### src/rtl/cpu_state_dump.sv
// Debug read-out engine: on request, freezes the core and streams the register
// file followed by the first dm_count data-memory words over a valid/ready port.
// Each word is tagged {is_dm, index}. The engine only reads; it never writes state.
module cpu_state_dump #(
  parameter int unsigned NUM_REGS  = 32,
  parameter int unsigned DM_WORDS  = 128,
  parameter int unsigned DM_ADDR_W = 7
) (
  input  logic                 clk,
  input  logic                 rst,
  input  logic                 start,
  input  logic [DM_ADDR_W:0]   dm_count,
  output logic                 cpu_hold,
  output logic                 busy,
  output logic                 done,
  output logic [4:0]           reg_raddr,
  input  logic [31:0]          reg_rdata,
  output logic [DM_ADDR_W-1:0] dm_raddr,
  input  logic [31:0]          dm_rdata,
  output logic                 out_valid,
  input  logic                 out_ready,
  output logic [31:0]          out_data,
  output logic [7:0]           out_tag,
  output logic                 out_last
);

  localparam int unsigned CntW = DM_ADDR_W + 1;
  localparam int unsigned IdxW = DM_ADDR_W;

  typedef enum logic [1:0] {StIdle, StLoad, StSend, StDone} state_e;

  state_e            state_q;
  logic [CntW-1:0]   cnt_q;
  logic [IdxW-1:0]   idx_q;
  logic              sel_q;  // 0 = register file, 1 = data memory

  logic [CntW-1:0]   cnt_clamped;
  logic              reg_end;
  logic              last_word;

  // Clamp the requested DM length, and decode end-of-section / end-of-dump.
  always_comb begin
    cnt_clamped = (dm_count > CntW'(DM_WORDS)) ? CntW'(DM_WORDS) : dm_count;
    reg_end     = !sel_q && (idx_q == IdxW'(NUM_REGS - 1));
    // With cnt == 0 the dump ends on the last register and DM is never addressed.
    last_word   = sel_q ? ({1'b0, idx_q} == (cnt_q - CntW'(1)))
                        : (reg_end && (cnt_q == '0));
  end

  // Read addresses follow the walk; the unselected port is parked at 0.
  always_comb begin
    reg_raddr = sel_q ? 5'd0 : 5'(idx_q);
    dm_raddr  = sel_q ? idx_q : '0;
    cpu_hold  = busy;
  end

  // Dump sequencer: LOAD captures one word, SEND holds it until the host takes it.
  always_ff @(posedge clk) begin
    if (rst) begin
      state_q   <= StIdle;
      cnt_q     <= '0;
      idx_q     <= '0;
      sel_q     <= 1'b0;
      busy      <= 1'b0;
      done      <= 1'b0;
      out_valid <= 1'b0;
      out_last  <= 1'b0;
      out_data  <= '0;
      out_tag   <= '0;
    end else begin
      unique case (state_q)
        StIdle: begin
          done <= 1'b0;
          if (start) begin
            cnt_q   <= cnt_clamped;
            idx_q   <= '0;
            sel_q   <= 1'b0;
            busy    <= 1'b1;
            state_q <= StLoad;
          end
        end
        StLoad: begin
          out_data  <= sel_q ? dm_rdata : reg_rdata;
          out_tag   <= {sel_q, 7'(idx_q)};
          out_last  <= last_word;
          out_valid <= 1'b1;
          state_q   <= StSend;
        end
        StSend: begin
          if (out_ready) begin
            out_valid <= 1'b0;
            if (out_last) begin
              busy    <= 1'b0;
              done    <= 1'b1;
              state_q <= StDone;
            end else if (reg_end) begin
              sel_q   <= 1'b1;
              idx_q   <= '0;
              state_q <= StLoad;
            end else begin
              idx_q   <= idx_q + IdxW'(1);
              state_q <= StLoad;
            end
          end
        end
        StDone: begin
          // Park the walk so both read addresses return to 0 while idle.
          done    <= 1'b0;
          idx_q   <= '0;
          sel_q   <= 1'b0;
          state_q <= StIdle;
        end
        default: state_q <= StIdle;
      endcase
    end
  end

endmodule

### config.mk
export PLATFORM = sky130hd
export DESIGN_NAME = cpu_state_dump
export DESIGN_NICKNAME = d
export VERILOG_FILES = /design/src/rtl/cpu_state_dump.sv
export SDC_FILE = /design/constraint.sdc
export NUM_CORES = 1
export LEC_CHECK = 0
export CORE_MARGIN = 10
export CORE_UTILIZATION = 39
export CTS_BUF_LIST = sky130_fd_sc_hd__clkbuf_8
export DETAILED_ROUTE_END_ITERATION = 8
export GPL_TIMING_DRIVEN = 0
export PLACE_DENSITY = 0.86
export SLEW_MARGIN = 20
export SYNTH_ARGS = -nofsm -noshare
export SYNTH_HDL_FRONTEND = slang
export SYNTH_SLANG_ARGS = --single-unit
### constraint.sdc
create_clock -name clk -period 1.8 [get_ports clk]
set_input_delay 0.36 -clock clk [delete_from_list [all_inputs] [get_ports clk]]
set_output_delay 0.36 -clock clk [all_outputs]
set_load 0.005 [all_outputs]
==> flow_summary_export.csv <==
group,metric,value,unit
floorplan,die_area,0.01178,mm²
synth,synthCells,339,
worst_setup_path,max_stage_delay,580,ps
worst_setup_path,cp_cell_sequence,"clkdlybuf4s50_1",
power,combPwrFrac,0.369,
sta,rsz0062_at_grt,"false",
synth,yosysWarnings,0,
route,dr_total_vias,2924,
run,drv_cap,0,
layout,ff_latch_area,0.001245,mm²
place,placedInstanceArea,0.004486,mm²
synth,synthAdderAreaFrac,0.02456,
power,leakage,1.859,nW
power,intPower,0.003555,W
synth,synthTopCellsByArea,"dfxtp_1 41%, mux2i_1 13%, a211oi_1 7.9%, nor2_1 7.4%, ha_1 2.5%",
cts,cts_tree,"built",
sta,drv_slew,0,
route,wirelength,9554,µm
route,drc,0,
worst_setup_path,cp_slowest_cell,"clkdlybuf4s50_1",
synth,synth_compound_area_frac,0.1330,
sta,setup_viol,0,
route,firstDrtPassIters,4,
layout,syn2layout_area_growth,57.39,%
grt,grt_start_max_net_pins,11,
synth,synthFlopType,"dfxtp_1",
layout,multi_input_area,0.001675,mm²
worst_setup_path,start_kind,"register",
synth,synth_top_family_by_area,"simple AND/OR/NAND/NOR gates",
worst_setup_path,crit_fanout,7,
layout,diodes,0,
layout,fin_area,0.004811,mm²
route,antenna_left,0,
grt,grt_overflow,0,
power,switching_share,0.2997,
layout,nFillCells,657,
grt,grt_pass1_wl,14720,µm
cts,clk_pin_slew_worst_paths,70,ps
synth,synth_edf_count,0,
sta,skew,11.80,ps
sta,slew_headroom,0.6569,
layout,fin_nets,568,
synth,netlist_area,0.003057,mm²
sta,hold_viol,0,
cts,cts_hold_buf,0,
route,vias_per_cell,4.939,
power,power,0.005076,W
sta,finalCriticalPeriod,1713,ps
grt,grt_pass1_vias,2960,
floorplan,die_w,108.5,µm
sta,max_freq,583.7,MHz
floorplan,start_util,0.3976,
sta,tightest_slew,514.7,ps
cts,cts_buffers,9,
synth,synth.distinct_cells,43,
cts,cts.sinks,62,
place,io_buffers,130,
synth,synth_top_area_share,0.4061,
worst_setup_path,critical_path_class,"reg -> out",
worst_setup_path,crit_required,1440,ps
cts,cts_buffer_depth,2,
worst_setup_path,path_buf_inv,1,
grt,antenna_found_initial,0,
worst_setup_path,path_delay_family,"buffers and inverters",
worst_setup_path,worst_ep_arrival_time,1350,ps
power,ir_drop,0.0005656,V
sta,fin_tns_setup,0,ps
sta,whs,362.2,ps
layout,instances_no_fill,592,
synth,synth.avg_cell_area,9.017,µm²
synth,synth-xor-area-share,0.04011,
synth,synthesis.nets,421,
synth,async_reset_ff_frac,0,
power,power_frac_seq,0.339,
cts,root_buffer,"clkbuf_8",
layout,drive_gt1_frac,0.1041,
worst_setup_path,r2r_setup_slack,100,ps
worst_setup_path,endpoint_kind,"output pin",
synth,yosys.area_share.simple,0.2075,
synth,synth-seq-area-share,0.4061,
synth,synth_area_leader_cell,"dfxtp_1",
floorplan,ios,133,
route,wl_per_cell,16.14,µm
power,p_clk_frac,0.292,
synth,ys_seq_elements,62,
place,place_congestion,0.7959,
power,p_switching,0.001522,W
cts,htreeDepth,3,
place,dpl.cell_count,571,
place,place_hpwl,7420,µm
power,pwr_density_cell,1055,mW/mm²
synth,yosysMostFrequentCell,"dfxtp_1",
synth,yosys-top-cells-count,"62 x dfxtp_1, 60 x nor2_1, 41 x mux2i_1, 32 x a211oi_1, 16 x clkbuf_1",
floorplan,die_h,108.5,µm
grt,grtUsageTotal,0.1545,
sta,period_share,0.9518,
floorplan,coreArea,0.007687,mm²
floorplan,rows,32,
outcome,status,"completed",
cts,worstSkewPairLatency,330,ps
min_path,hp-class,"in -> reg",
route,drtIter0Drc,153,
synth,synthMuxAreaShare,0.1379,
## stage by stage
| step | setup WS [ps] | utilization |
|---|---|---|
| after floorplan | 51.82 | - |
| after global placement | -203.3 | 0.5835 |
| after detailed placement | -239.8 | 0.5835 |
| after CTS | 14.86 | 0.6229 |
| after global routing | 0.7949 | 0.6258 |
| final | 86.83 | 0.6258 |
## layout by cell type, fill, tap and decap left out, types with 3 or more instances in the layout
cell,count
a211oi_1,32
a21oi_1,14
and2_1,7
buf_2,5
buf_4,10
bufinv_16,3
clkbuf_1,12
clkbuf_2,3
clkbuf_8,12
clkdlybuf4s50_1,118
dfxtp_1,59
dfxtp_2,3
dlygate4sd2_1,12
ha_1,5
inv_1,7
mux2i_1,41
nand2_1,14
nand2b_1,3
nand3_1,4
nand4_1,3
nor2_1,60
nor2b_1,5
nor3_1,4
nor3b_1,10
xnor2_1,8
xor2_1,6
## worst reg2reg max path, cell delays in order (launching register included)
cell      delay, ps
dfxtp_2         420
ha_1            260
nand4_4         130
nor4_2          240
and4bb_1        270
a31oi_1         170
a311oi_1         70
## power groups by stage
stage | Clock [W] | Sequential, W | Combinational, W
2_1_floorplan | 0 | 0.00174 | 0.000970
3_5_place_dp | 0 | 0.00175 | 0.00176
4_1_cts | 0.00150 | 0.00172 | 0.00187
5_1_grt | 0.00156 | 0.00175 | 0.00205
6_report | 0.00148 | 0.00172 | 0.00187
3_3_place_gp | 0 | 0.00173 | 0.00172
## area by class of cell
class                      instances  area share
inverter                           6    0.004681
clock inverter                     5     0.02055
buffer                            28     0.03433
timing repair buffer             137      0.2783
tap                              102     0.02653
sequential                        62      0.2588
clock buffer                      10     0.02861
multi-input combinational        242      0.3482
## final timing paths
| check | cells past startpoint | from | endpoint |
|---|---|---|---|
| worst max-delay path | 1 | out_last | out_last |
| worst max register to register | 6 | idx_q[1] | idx_q[5] |
| worst min-delay path | 3 | dm_count[7] | cnt_q[7] |
| worst min register to register | 2 | out_data[20] | out_data[20] |
## sequential cells by signal, summed over array words and instances (netlist names)
| signal | flops |
|---|---|
| out_data | 32 |
| idx_q | 7 |
| out_valid | 1 |
| sel_q | 1 |
| state_q | 2 |
| busy | 1 |
| out_tag | 8 |
| done | 1 |
| cnt_q | 8 |
| out_last | 1 |
## logic make-up (layout without fill, tap and decap cells)
kind of cell / after synthesis / in the layout
buffers and inverters: 35 / 186
DFF: 62 / 62
and+or+nand+nor: 123 / 123
muxes: 42 / 42
adders and majority gates: 6 / 6
xor gates and xnor gates: 14 / 14
AOI/OAI and AO/OA: 57 / 57
## routing by layer
| layer | share of wire | track usage |
|---|---|---|
| met3 | 0.081 | 0.05651 |
| met5 | 0 | 0 |
| met4 | 0.015 | 0.04991 |
| met1 | 0.41 | 0.1722 |
| met2 | 0.49 | 0.2672 |
## timing repair
action / in CTS / in global routing
gates resized for setup: 23 / 8
setup endpoints to repair: 19 / 20
setup buffers: 7 / 0
pin swaps: 1 / 0
(Power assumes the default switching activity.)
